===== src/rtl/serial_frame_pkg.sv =====
// Shared types and constants for the framed serial transmitter.
// The parity option is selected by the SERIAL_FRAME_TX_PARITY_EN macro in serial_frame_tx.
package serial_frame_pkg;

  typedef enum logic [2:0] {
    ST_IDLE,
    ST_START,
    ST_DATA,
    ST_PARITY,
    ST_GAP
  } state_t;

  // The far-end start-of-stream detector latches on the first 1 it sees,
  // so the start bit must be a 1 and the line must idle at 0.
  localparam logic START_LEVEL = 1'b1;

  // Bits in one frame: the start bit, the data bits and an optional parity bit.
  function automatic int frame_len(input int width, input int p);
    return 1 + width + p;
  endfunction

endpackage


===== src/rtl/serial_frame_tx_piso_shift.sv =====
// Parallel-load, right-shift register.
// serial_out always shows the current LSB.
module piso_shift #(
  parameter int WIDTH = 8
) (
  input  logic             clk,
  input  logic             rst,
  input  logic             load,
  input  logic             shift,
  input  logic [WIDTH-1:0] data_in,
  output logic             serial_out
);

  logic [WIDTH-1:0] shift_q;

  // A load takes priority over a shift. A shift moves the word toward the LSB.
  always_ff @(posedge clk or posedge rst) begin
    if (rst)
      shift_q <= '0;
    else if (load)
      shift_q <= data_in;
    else if (shift)
      shift_q <= shift_q >> 1;
  end

  assign serial_out = shift_q[0];

endmodule


===== src/rtl/serial_frame_tx.sv =====
// Framed serial transmitter.
// Each frame is a start bit of 1, then the data word LSB-first, then an optional
// even-parity bit, then GAP forced idle-0 cycles.
// Define SERIAL_FRAME_TX_PARITY_EN to include the parity bit.
//
// state     | meaning
// ----------+----------------------------------------------------------
// ST_IDLE   | line at 0, ready_out=1, waiting for valid_in
// ST_START  | start bit (START_LEVEL) on the line
// ST_DATA   | data bits LSB-first, bit_cnt counts down to 0
// ST_PARITY | even parity of the latched word (parity builds only)
// ST_GAP    | forced idle 0, gap_cnt counts down, done in first cycle
//
// All registered outputs are computed from the next state. Each output therefore
// changes on the same edge as the state it belongs to.
module serial_frame_tx
  import serial_frame_pkg::*;
#(
  parameter int WIDTH = 8,
  parameter int GAP   = 2
) (
  input  logic             clk,
  input  logic             rst,
  input  logic [WIDTH-1:0] data_in,
  input  logic             valid_in,
  output logic             ready_out,
  output logic             tx_out,
  output logic             busy,
  output logic             done
);

  localparam int BW = $clog2(WIDTH + 1);
  localparam int GW = $clog2(GAP + 1);

  if (WIDTH < 1 || GAP < 1) begin : g_bad_param
    $error("serial_frame_tx: WIDTH and GAP must both be at least 1");
  end

  state_t          state, state_nxt;
  logic [BW-1:0]   bit_cnt, bit_cnt_nxt;
  logic [GW-1:0]   gap_cnt, gap_cnt_nxt;
  logic            load, shift_en, serial_bit, parity_bit;
  logic            tx_nxt, ready_nxt, done_nxt;

  piso_shift #(.WIDTH(WIDTH)) u_shift (
    .clk        (clk),
    .rst        (rst),
    .load       (load),
    .shift      (shift_en),
    .data_in    (data_in),
    .serial_out (serial_bit)
  );

`ifdef SERIAL_FRAME_TX_PARITY_EN
  logic parity_q;

  // Capture the even parity of the word when it is accepted. The shift register
  // no longer holds the whole word by the time the parity bit is sent.
  always_ff @(posedge clk or posedge rst) begin
    if (rst)
      parity_q <= 1'b0;
    else if (load)
      parity_q <= ^data_in;
  end

  assign parity_bit = parity_q;
`else
  assign parity_bit = 1'b0;
`endif

  assign busy = (state != ST_IDLE);

  // State, counters and registered line outputs.
  always_ff @(posedge clk or posedge rst) begin
    if (rst) begin
      state     <= ST_IDLE;
      bit_cnt   <= '0;
      gap_cnt   <= '0;
      tx_out    <= 1'b0;
      ready_out <= 1'b1;
      done      <= 1'b0;
    end else begin
      state     <= state_nxt;
      bit_cnt   <= bit_cnt_nxt;
      gap_cnt   <= gap_cnt_nxt;
      tx_out    <= tx_nxt;
      ready_out <= ready_nxt;
      done      <= done_nxt;
    end
  end

  // Next-state logic, the down-counters and the line value for the next state.
  always_comb begin
    state_nxt   = state;
    bit_cnt_nxt = bit_cnt;
    gap_cnt_nxt = gap_cnt;
    load        = 1'b0;
    shift_en    = 1'b0;

    case (state)
      ST_IDLE: begin
        if (valid_in && ready_out) begin
          state_nxt = ST_START;
          load      = 1'b1;
        end
      end
      ST_START: begin
        state_nxt   = ST_DATA;
        bit_cnt_nxt = BW'(WIDTH - 1);
        shift_en    = 1'b1;
      end
      ST_DATA: begin
        if (bit_cnt == '0) begin
`ifdef SERIAL_FRAME_TX_PARITY_EN
          state_nxt   = ST_PARITY;
`else
          state_nxt   = ST_GAP;
          gap_cnt_nxt = GW'(GAP - 1);
`endif
        end else begin
          bit_cnt_nxt = bit_cnt - BW'(1);
          shift_en    = 1'b1;
        end
      end
      ST_PARITY: begin
        state_nxt   = ST_GAP;
        gap_cnt_nxt = GW'(GAP - 1);
      end
      ST_GAP: begin
        if (gap_cnt == '0)
          state_nxt = ST_IDLE;
        else
          gap_cnt_nxt = gap_cnt - GW'(1);
      end
      default: state_nxt = ST_IDLE;
    endcase

    // The shift register is sampled before it shifts, so entering ST_DATA
    // puts the current LSB on the line.
    case (state_nxt)
      ST_START:  tx_nxt = START_LEVEL;
      ST_DATA:   tx_nxt = serial_bit;
      ST_PARITY: tx_nxt = parity_bit;
      default:   tx_nxt = 1'b0;
    endcase

    ready_nxt = (state_nxt == ST_IDLE);
    done_nxt  = (state_nxt == ST_GAP) && (state != ST_GAP);
  end

endmodule


===== config.mk =====
export PLATFORM = sky130hd
export DESIGN_NAME = serial_frame_tx
export DESIGN_NICKNAME = d
export VERILOG_FILES = /design/src/rtl/serial_frame_pkg.sv /design/src/rtl/serial_frame_tx_piso_shift.sv /design/src/rtl/serial_frame_tx.sv
export SDC_FILE = /design/constraint.sdc
export NUM_CORES = 1
export LEC_CHECK = 0
export ABC_AREA = 1
export CAP_MARGIN = 20
export CORE_ASPECT_RATIO = 1.75
export CORE_UTILIZATION = 45
export CTS_CLUSTER_SIZE = 28
export DETAILED_ROUTE_END_ITERATION = 12
export PLACE_DENSITY = 0.68
export SLEW_MARGIN = 20
export SYNTH_ARGS = -nofsm -noshare
export SYNTH_HDL_FRONTEND = slang
export SYNTH_SLANG_ARGS = --single-unit

===== constraint.sdc =====
create_clock -name clk -period 2.1 [get_ports clk]
set_input_delay 0.21 -clock clk [delete_from_list [all_inputs] [get_ports clk]]
set_output_delay 0.21 -clock clk [all_outputs]
set_load 0.1 [all_outputs]

* After elaboration in Yosys (flattened, before gate mapping)
Index checks and enable logic that the tools add are counted.
Storage, ports and cells: logic and storage cells 48, output and inout bits 4, flip-flop bits (word level) 20
Operators by class: add/sub/neg operators 2, equal/unequal tests 11, mux-type cells 16, reduce and logical (&&, ||, !) cells 12
Operator list (count):
- $mux 8 | 2
- $pmux 3 s5 | 1
- $eq 3x2->1 const B | 3
- $mux 3 | 3
- $pmux 4 s2 | 1
- $eq 3x1->1 const B | 2
- $eq 3x3->1 const B | 2
- $logic_not 3->1 | 2
- $ne 2x2->1 const B | 3
- $pmux 2 s3 | 1
- $reduce_bool 3->1 | 2
- $logic_not 4->1 | 1
- $mux 2 | 2
- $mux 4 | 1
- $pmux 1 s2 | 2
- $reduce_bool 2->1 | 2
- $sub 4x1->4 const B | 1
- $mux 1 | 3
- $ne 3x3->1 const B | 1
- $reduce_and 3->1 | 1
- $logic_and 1x1->1 | 2
- $logic_not 2->1 | 1
- $reduce_and 2->1 | 1
- $sub 2x1->2 const B | 1

* Depth between registers and ports, before layout
Gate-level depths: netlist of run 1.
depth after elaboration 5, depth in mapped cells 8, depth with buffers taken out 8

* Cells and area by module
A second synthesis of run 1 with hierarchy kept.
Second synthesis, totals: cells, all modules 116, area total of the unflattened synthesis 991.0 um^2
By module, submodules not included:
- serial_frame_tx | area an instance 610.6 um^2, instances 1, cells an instance 72, seq. area each 301.5 um^2
- piso_shift | area an instance 380.4 um^2, instances 1, cells an instance 44, seq. area each 200.2 um^2

* Least setup slack after synthesis of run 1
No wires, ideal clock.
path kind flip-flop to flip-flop, from reg ready_out, to reg u_shift.shift_q[0], arrival 1.511 ns, clock period less this slack 1.628 ns, required time 1.983 ns, setup slack 0.472 ns, setup time 0.117 ns, path buffers 1, stages on the path, launching flop included 7, cell sequence dfstp_2 > nand2_1 > clkinv_1 > nand3_4 > buf_4 > nand4_1 > nand2_1
On the way: word-level cells in the longest chain between the ends 4
Ends and longest elaborated chain:
- from (decl) | line serial_frame_tx.sv:26 | output logic ready_out,
- from (signal assigned) | line serial_frame_tx.sv:87 | ready_out <= ready_nxt;
- $logic_and 1x1->1 * | line serial_frame_tx.sv:102 | if (valid_in && ready_out) begin
- $mux 1 * | line serial_frame_tx.sv:102
- $mux 1 * | line serial_frame_tx.sv:100 | case (state)
- $mux 8 / $reduce_bool 2->1 (equally long branches)
- to (signal assigned) | line serial_frame_tx_piso_shift.sv:21 | shift_q <= data_in;
- to (signal assigned) | line serial_frame_tx_piso_shift.sv:23 | shift_q <= shift_q >> 1;
- to (decl) | line serial_frame_tx_piso_shift.sv:14 | logic [WIDTH-1:0] shift_q;
Every way passes the cells marked *; elsewhere a longest branch is shown, timed or not. A chain may end at the register's enable or synchronous reset.

* Worst setup path in the final report of run 1
from reg state[1], to out busy
On the way: word-level cells in the longest chain between the ends 1
Ends and longest elaborated chain:
- from (decl) | line serial_frame_tx.sv:39 | state_t state, state_nxt;
- from (signal assigned) | line serial_frame_tx.sv:83 | state <= state_nxt;
- $reduce_bool 3->1 | line serial_frame_tx.sv:71 | assign busy = (state != ST_IDLE);
- to (decl) | line serial_frame_tx.sv:28 | output logic busy,
No other way between the ends.

==> qor_table.md, run 1 <==
| Quantity | Value | Unit |
|---|---|---|
| Result of the run | finished, final reports clean | - |
| Most common cell after layout, fill and taps aside | sky130_fd_sc_hd__nand2_1 | - |
| Starting utilization of the core area | 47.3 | % |
| Maximum vdd drop | 1000 | uV |
| # port buffers | 14 | - |
| Tot GR Track Use | 17.9 | % |
| Area overhead of the layout relative to synthesis | 15.7 | % |
| # hold bufs at CTS | 0 | - |
| Flops & latches, synth | 20 | - |
| TritonCTS clock tree | built | - |
| Max frequency | 654 | MHz |
| DIE WIDTH | 38.9 | um |
| Library cells used by synthesis | 20 | - |
| Top fanout value on the critical path | 11 | - |
| Clock Root Buffer | sky130_fd_sc_hd__clkbuf_8 | - |
| Vias in the first global route | 840 | - |
| Launch instance of the worst register-to-register path | bit_cnt[0]$_DFFE_PP0P_ | - |
| Mean instance size in the synthesized netlist | 8.20 | um^2 |
| Routed vias | 853 | - |
| Leakage Power | 0.651 | nW |
| Category of the worst setup path capture point | output port | - |
| Total clock sinks | 20 | - |
| Level count of the clock H-tree | 1 | - |
| Count of max-cap constraint violations | 0 | - |
| Residual overflow from global routing | 0 | - |
| Die Outline Area | 2600 | um^2 |
| Antenna cell count | 0 | - |
| Shortest period the worst path allows | 1.53 | ns |
| Post-CTS repair timing setup buffer count | 0 | - |
| Number of top-level pins | 15 | - |
| Number of slew-limit violations in the final report | 0 | - |
| Violation count after the first detailed-routing iteration | 23 | - |
| Num CTS Buffers | 3 | - |
| Normalized max-slew margin | 50.9 | % |
| Hold/Removal Path Class | in -> async | - |
| Mapped cell area | 1070 | um^2 |
| Warnings from Yosys | 0 | - |
| Combined area of the multi-input logic cells | 483 | um^2 |
| Proportion of layout cells with a drive suffix above 1 | 11.7 | % |
| Final setup viols | 0 | - |
| PostCTS Resize Cnt | 0 | - |
| Power per cell area | 1550 | nW/um^2 |
| Critical path endpoint | busy | - |
| Filler cell count in the final layout | 216 | - |
| Number of antenna violations at the first check in global routing | 0 | - |
| Pin count of the biggest net entering global routing | 21 | - |
| Final nets | 159 | - |
| Syn Nets | 144 | - |
| Post-layout power | 1.93 | mW |
| Final count of hold timing violations | 0 | - |
| Setup skew after layout | 0.00115 | ns |
| Placed wire-length estimate after detailed placement | 1.47 | mm |
| Count of antenna-violating nets left after detailed routing | 0 | - |
| Reg2reg end | u_shift.shift_q[6]$_DFFE_PP0P_ | - |
| Wire per inst | 11.9 | um |
| First-pass iteration count of the detailed router | 5 | - |
| CP arrival | 1.32 | ns |
| Tightest Pin Transition | 0.736 | ns |
| Routability congestion estimate | 0.850 | - |
| Critical path origin | state[1]$_DFF_PP0_ | - |
| Slack of the worst reg-to-reg path | 0.64 | ns |
| RSZ-0062 raised after global routing | false | - |
| Final worst path period share | 72.8 | % |
| Startpoint-to-endpoint class of the critical path | reg -> out | - |
| Area taken by flip-flops and latches | 502 | um^2 |
| Row Count | 23 | - |
| CORE AREA | 2270 | um^2 |
| Total negative setup slack | 0 | ns |
| Critical Path Start Type | flop | - |
| Ratio of routed vias to standard cells | 5.02 | - |
| Die span in y | 66.7 | um |
| Clock Path Buffers | 2 | - |
| Count of cells along the worst register-to-register path | 7 | - |
| Critical path required time | 1.89 | ns |
| First-pass GRT wire length | 3.29 | mm |
| Gate Count Post-Synth | 131 | - |
| Final routed DRC violation total | 0 | - |
| Commonest cells after routing, fill and taps aside | sky130_fd_sc_hd__nand2_1 (49), sky130_fd_sc_hd__dfrtp_1 (19), sky130_fd_sc_hd__nand4_1 (15), sky130_fd_sc_hd__inv_1 (12), sky130_fd_sc_hd__clkdlybuf4s50_1 (10) | - |
| Clock network latency to the later pin of the worst-skew pair | 0.25 | ns |
| Drt total wl | 2.02 | mm |
| Post-CTS clock slew at the launch and capture registers of the worst setup and hold paths | 0.07 | ns |
| Sequential fraction of the synthesis area | 46.7 | % |
-- routing by layer --
layer  vias to the layer above  global-route usage [%]  share of wire [%]
met4                         0                    6.47                1.2
met2                        15                    33.1                 56
met1                       390                    18.8                 40
met5                         -                       0                  0
li1                        446                       -                  -
met3                         2                    3.00                2.6
-- final cells by class --
type / instances / share of cell area, %
Timing Repair Buffer: 14 / 10.5
Tap cell: 25 / 2.52
Clock buffer: 4 / 3.62
Inverter: 14 / 4.23
Multi-Input combinational cell: 93 / 38.8
Sequential cell: 20 / 40.3
-- worst min-delay path by stage --
| stage | cells after the start | startpoint | slack [ns] | to |
|---|---|---|---|---|
| after floorplan | 1 | rst | 0.17 | bit_cnt[0]$_DFFE_PP0P_ |
| after global placement | 2 | u_shift.shift_q[0]$_DFFE_PP0P_ | 0.46 | tx_out$_DFF_PP0_ |
| after detailed placement | 2 | u_shift.shift_q[0]$_DFFE_PP0P_ | 0.48 | tx_out$_DFF_PP0_ |
| after CTS | 2 | rst | 0.42 | bit_cnt[2]$_DFFE_PP0P_ |
| after global routing | 2 | rst | 0.49 | bit_cnt[2]$_DFFE_PP0P_ |
| final | 2 | rst | 0.38 | done$_DFF_PP0_ |
-- state kept, by name (all words and copies together), names as in the netlist --
signal,flops
done,1
tx_out,1
u_shift.shift_q,8
gap_cnt,2
state,3
bit_cnt,4
ready_out,1
-- kinds of logic after synthesis --
| kind of cell | Yosys count | synth area share, % |
|---|---|---|
| AO/OA/AOI/OAI | 6 | 2.79 |
| adder cells (fa/ha/maj) | 2 | 2.33 |
| AND/OR/NAND/NOR | 85 | 39.8 |
| flip-flops | 20 | 46.7 |
| buffers and inverters | 18 | 8.38 |
-- worst max-delay path, cell delays in order (launching register included) --
cell and delay, ns:
sky130_fd_sc_hd__dfrtp_1 0.45, sky130_fd_sc_hd__nor2_4 0.29, sky130_fd_sc_hd__nand2_1 0.08, sky130_fd_sc_hd__buf_4 0.24
-- cells in the mapped netlist --
cell type	number	area share, %
sky130_fd_sc_hd__nand3_2	1	0.93
sky130_fd_sc_hd__a21oi_1	1	0.47
sky130_fd_sc_hd__nand4_1	15	8.7
sky130_fd_sc_hd__nor2_4	2	2.1
sky130_fd_sc_hd__nor2_1	9	3.1
sky130_fd_sc_hd__o21ai_1	2	0.93
sky130_fd_sc_hd__dfstp_2	1	2.4
sky130_fd_sc_hd__nand2_4	4	4.2
sky130_fd_sc_hd__o21ai_0	3	1.4
sky130_fd_sc_hd__nand3_1	3	1.4
sky130_fd_sc_hd__nand3_4	1	1.6
sky130_fd_sc_hd__buf_6	2	2.1
sky130_fd_sc_hd__nand2_1	49	17
sky130_fd_sc_hd__or2_0	1	0.58
sky130_fd_sc_hd__clkinv_1	1	0.35
sky130_fd_sc_hd__ha_1	2	2.3
sky130_fd_sc_hd__buf_4	2	1.4
sky130_fd_sc_hd__dfrtp_1	19	44
sky130_fd_sc_hd__inv_1	12	4.2
sky130_fd_sc_hd__inv_2	1	0.35
-- where the power goes --
| group | switching, mW | internal [mW] | leakage (nW) | total (mW) |
|---|---|---|---|---|
| sequential | 0.101 | 0.544 | 0.255 | 0.644 |
| clock | 0.116 | 0.135 | 0.0228 | 0.251 |
| combinational | 0.753 | 0.281 | 0.373 | 1.03 |
| total | 0.970 | 0.959 | 0.651 | 1.93 |
-- stage by stage --
stage               util [%]  worst slack [ns]  instances  hold slack, ns  area, um^2
floorplan                  -             0.472        131           0.173        1070
global placement        52.7             0.503        166           0.465        1200
detailed placement      52.7             0.493        166           0.478        1200
CTS                     54.7             0.563        170           0.419        1240
global route            54.7             0.490        170           0.488        1240
finish                  54.7             0.572        170           0.383        1240
Power figures use the tool's default switching activity.
==> run 2: changes to the inputs <==
--- a/config.mk
+++ b/config.mk
@@ -11,7 +11,7 @@
 export CORE_UTILIZATION = 45
 export CTS_CLUSTER_SIZE = 28
 export DETAILED_ROUTE_END_ITERATION = 12
-export PLACE_DENSITY = 0.68
+export PLACE_DENSITY = 0.7
 export SLEW_MARGIN = 20
 export SYNTH_ARGS = -nofsm -noshare
 export SYNTH_HDL_FRONTEND = slang
==> constraint.sdc (replaced) <==
create_clock -name clk -period 1.4 [get_ports clk]
set_input_delay 0.14 -clock clk [delete_from_list [all_inputs] [get_ports clk]]
set_output_delay 0.14 -clock clk [all_outputs]
set_load 0.1 [all_outputs]
==> run 2 against run 1 <==
Clock-buffer cell count did not move; largest cell class is now multi-input combinational cells; setup slack got worse by 0.52 ns; largest power group unchanged; global-route usage rose by 1.9 points; core utilization is 8.0 points higher; combinational power up 92%.
==> qor_table.md, run 2 (synthesis gave the netlist of run 1 again) <==
| Quantity | Value | Unit | Change |
|---|---|---|---|
| Category of the worst setup path capture point | output port | - | unchanged |
| Commonest cells after routing, fill and taps aside | sky130_fd_sc_hd__nand2_1 (45), sky130_fd_sc_hd__dfrtp_1 (17), sky130_fd_sc_hd__nand4_1 (15), sky130_fd_sc_hd__inv_1 (12), sky130_fd_sc_hd__clkdlybuf4s50_1 (10) | - | was sky130_fd_sc_hd__nand2_1 (49), sky130_fd_sc_hd__dfrtp_1 (19), sky130_fd_sc_hd__nand4_1 (15), sky130_fd_sc_hd__inv_1 (12), sky130_fd_sc_hd__clkdlybuf4s50_1 (10) |
| Vias in the first global route | 861 | - | was 840 |
| CP max-delay cell | sky130_fd_sc_hd__dfrtp_2 | - | was sky130_fd_sc_hd__dfrtp_1 |
| Setup skew after layout | 0.00386 | ns | was 0.00115 ns |
| Reported net switching power | 1.63 | mW | was 0.970 mW |
| Hold/Removal Path Class | in -> async | - | unchanged |
| Startpoint-to-endpoint class of the critical path | reg -> out | - | unchanged |
| Count of buffering cells on the critical path with inverters included | 2 | - | was 1 |
| Clock network latency to the later pin of the worst-skew pair | 0.26 | ns | was 0.25 ns |
| Top fanout value on the critical path | 8 | - | was 11 |
| CP Cell Sequence | nor2_4 > buf_4 > nand2_2 > buf_12 | - | was nor2_4 > nand2_1 > buf_4 |
| Area overhead of the layout relative to synthesis | 32.7 | % | was 15.7% |
| Peak per-stage delay on the critical path | 0.44 | ns | was 0.45 ns |
| Placed wire-length estimate after detailed placement | 1.63 | mm | was 1.47 mm |
| Tot GR Track Use | 19.8 | % | was 17.9% |
| Starting utilization of the core area | 47.3 | % | unchanged |
| Normalized max-slew margin | 82.4 | % | was 50.9% |
| Antenna cell count | 0 | - | unchanged |
| Critical Path Start Type | flop | - | unchanged |
| Drt total wl | 2.35 | mm | was 2.02 mm |
| Final setup viols | 0 | - | unchanged |
| Number of slew-limit violations in the final report | 0 | - | unchanged |
| Net switching fraction of the power | 47.3 | % | was 50.3% |
| Cell area after layout | 1430 | um^2 | was 1240 um^2 |
| RSZ-0062 raised after global routing | false | - | unchanged |
| Final routed DRC violation total | 0 | - | unchanged |
| Number of top-level pins | 15 | - | unchanged |
| Total clock sinks | 20 | - | unchanged |
| Level count of the clock H-tree | 1 | - | unchanged |
| Routed vias | 942 | - | was 853 |
| Critical path required time | 1.26 | ns | was 1.89 ns |
| Most common cell after layout, fill and taps aside | sky130_fd_sc_hd__nand2_1 | - | unchanged |
| Wire per inst | 13.0 | um | was 11.9 um |
| First-pass iteration count of the detailed router | 4 | - | was 5 |
| Post-placement cell count | 173 | - | was 166 |
| Shortest period the worst path allows | 1.35 | ns |  |
| Final Instance Count excl. Fillers | 181 | - | was 170 |
| TritonCTS clock tree | built | - | unchanged |
| Pin count of the biggest net entering global routing | 21 | - | unchanged |
| Proportion of layout cells with a drive suffix above 1 | 23.1 | % | was 11.7% |
| Violation count after the first detailed-routing iteration | 50 | - | was 23 |
| Count of max-cap constraint violations | 0 | - | unchanged |
| Die span in y | 66.7 | um | unchanged |
| Routability congestion estimate | 0.730 | - | was 0.850 |
| Final count of hold timing violations | 0 | - | unchanged |
| Num CTS Buffers | 3 | - | unchanged |
| Leakage Power | 0.730 | nW | was 0.651 nW |
| Fraction of power consumed by the clock network | 13.1 | % | was 13.0% |
| Total negative setup slack | 0 | ns | unchanged |
| Post-DP Area | 1320 | um^2 | was 1200 um^2 |
| Tightest Pin Transition | 0.264 | ns | was 0.736 ns |
| Count of antenna-violating nets left after detailed routing | 0 | - | unchanged |
| Maximum vdd drop | 1410 | uV | was 1000 uV |
| Clock Path Buffers | 2 | - | unchanged |
| Post-route setup slack | 0.0510 | ns | was 0.572 ns |
| Top register by number of flip-flops | u_shift.shift_q | - | unchanged |
| Post-CTS clock slew at the launch and capture registers of the worst setup and hold paths | 0.08 | ns | was 0.07 ns |
| Final worst path period share | 96.4 | % |  |
| Result of the run | finished, final reports clean | - | unchanged |
| Row Count | 23 | - | unchanged |
| # port buffers | 14 | - | unchanged |
| Filler cell count in the final layout | 194 | - | was 216 |
| # hold bufs at CTS | 0 | - | unchanged |
| Number of flip-flops under the largest register name | 8 | - | unchanged |
| Max frequency | 741 | MHz |  |
| Cell-internal power | 1.81 | mW | was 0.959 mW |
| Residual overflow from global routing | 0 | - | unchanged |
| Largest registers ranked by flip-flop count | u_shift.shift_q (8), bit_cnt (4), state (3) | - | unchanged |
| Utilization after layout | 62.7 | % | was 54.7% |
| CP arrival | 1.21 | ns | was 1.32 ns |
| First-pass GRT wire length | 3.57 | mm | was 3.29 mm |
| Power per cell area | 2410 | nW/um^2 | was 1550 nW/um^2 |
| Die Outline Area | 2600 | um^2 | unchanged |
| Final nets | 170 | - | was 159 |
| Clock Root Buffer | sky130_fd_sc_hd__clkbuf_8 | - | unchanged |
| Dpl ws | 0.0534 | ns | was 0.493 ns |
| Ratio of routed vias to standard cells | 5.20 | - | was 5.02 |
| DIE WIDTH | 38.9 | um | unchanged |
| Portion of total power attributed to sequential cells | 29.2 | % | was 33.4% |
| Number of antenna violations at the first check in global routing | 0 | - | unchanged |
| CORE AREA | 2270 | um^2 | unchanged |
| Logic gate share of total power | 57.7 | % | was 53.6% |
| Top cell family by delay on the critical path | flip-flops | - | unchanged |
-- run 2: cell count changes in the layout (fill, tap and decap cells not counted), moves of 2 or more --
cell	before	now
sky130_fd_sc_hd__buf_4	4	9
sky130_fd_sc_hd__buf_12	0	4
sky130_fd_sc_hd__nand2_1	49	45
sky130_fd_sc_hd__nand2_2	0	3
sky130_fd_sc_hd__dfrtp_1	19	17
sky130_fd_sc_hd__dfrtp_2	0	2
-- run 2: power groups by stage --
| stage | clock network [mW] | logic (mW) | registers [mW] |
|---|---|---|---|
| floorplan | 0 | 1.12 | 1.21 |
| global placement | 0 | 1.80 | 1.00 |
| detailed placement | 0 | 1.83 | 1.01 |
| CTS | 0.452 | 1.87 | 1.01 |
| global route | 0.474 | 2.15 | 1.02 |
| finish | 0.449 | 1.98 | 1.00 |
-- run 2: final timing paths --
check                      slack, ns                           start                              to  cells past startpoint
min in group clk                0.42                      data_in[7]  u_shift.shift_q[7]$_DFFE_PP0P_                      3
setup reg to reg                0.11              state[0]$_DFF_PP0_  u_shift.shift_q[7]$_DFFE_PP0P_                      6
setup / recovery                0.05              state[0]$_DFF_PP0_                            busy                      4
hold reg to reg                 0.48  u_shift.shift_q[0]$_DFFE_PP0P_                tx_out$_DFF_PP0_                      2
max in group asynchronous       0.92                             rst             ready_out$_DFF_PP1_                      3
hold / removal                  0.21                             rst  u_shift.shift_q[7]$_DFFE_PP0P_                      3
-- run 2: worst min-delay path, cell delays in order --
cell and delay [ns]:
sky130_fd_sc_hd__clkdlybuf4s50_1 0.40, sky130_fd_sc_hd__inv_1 0.06, sky130_fd_sc_hd__buf_4 0.27
-- run 2: metal layers --
metal  share of wire [%]  global-route usage [%]
met1                  39                    21.6
met2                  55                    35.8
met3                 4.9                    3.00
met4                 1.4                    7.76
met5                   0                       0
-- run 2: stage by stage --
step           hold WS, ns  power [mW]
5_1_grt              0.251        3.65
6_report             0.207        3.43
3_3_place_gp         0.469        2.80
4_1_cts              0.221        3.33
2_1_floorplan        0.103        2.34
3_5_place_dp         0.459        2.85
-- run 2: cell type report --
cell class                 instances  area (um^2)  share of cell area (%)
multi-input combinational         94          515                    36.1
sequential                        20          508                    35.6
timing repair buffer              24          259                    18.2
inverter                          14         57.6                    4.04
clock buffer                       4         55.1                    3.86
tap                               25         31.3                    2.19
-- run 2: what timing repair did --
item,CTS,global route
pin swaps,1,1
gates resized for setup,2,4
buffers inserted,1,2
gates cloned,0,1
setup endpoints to repair,1,10
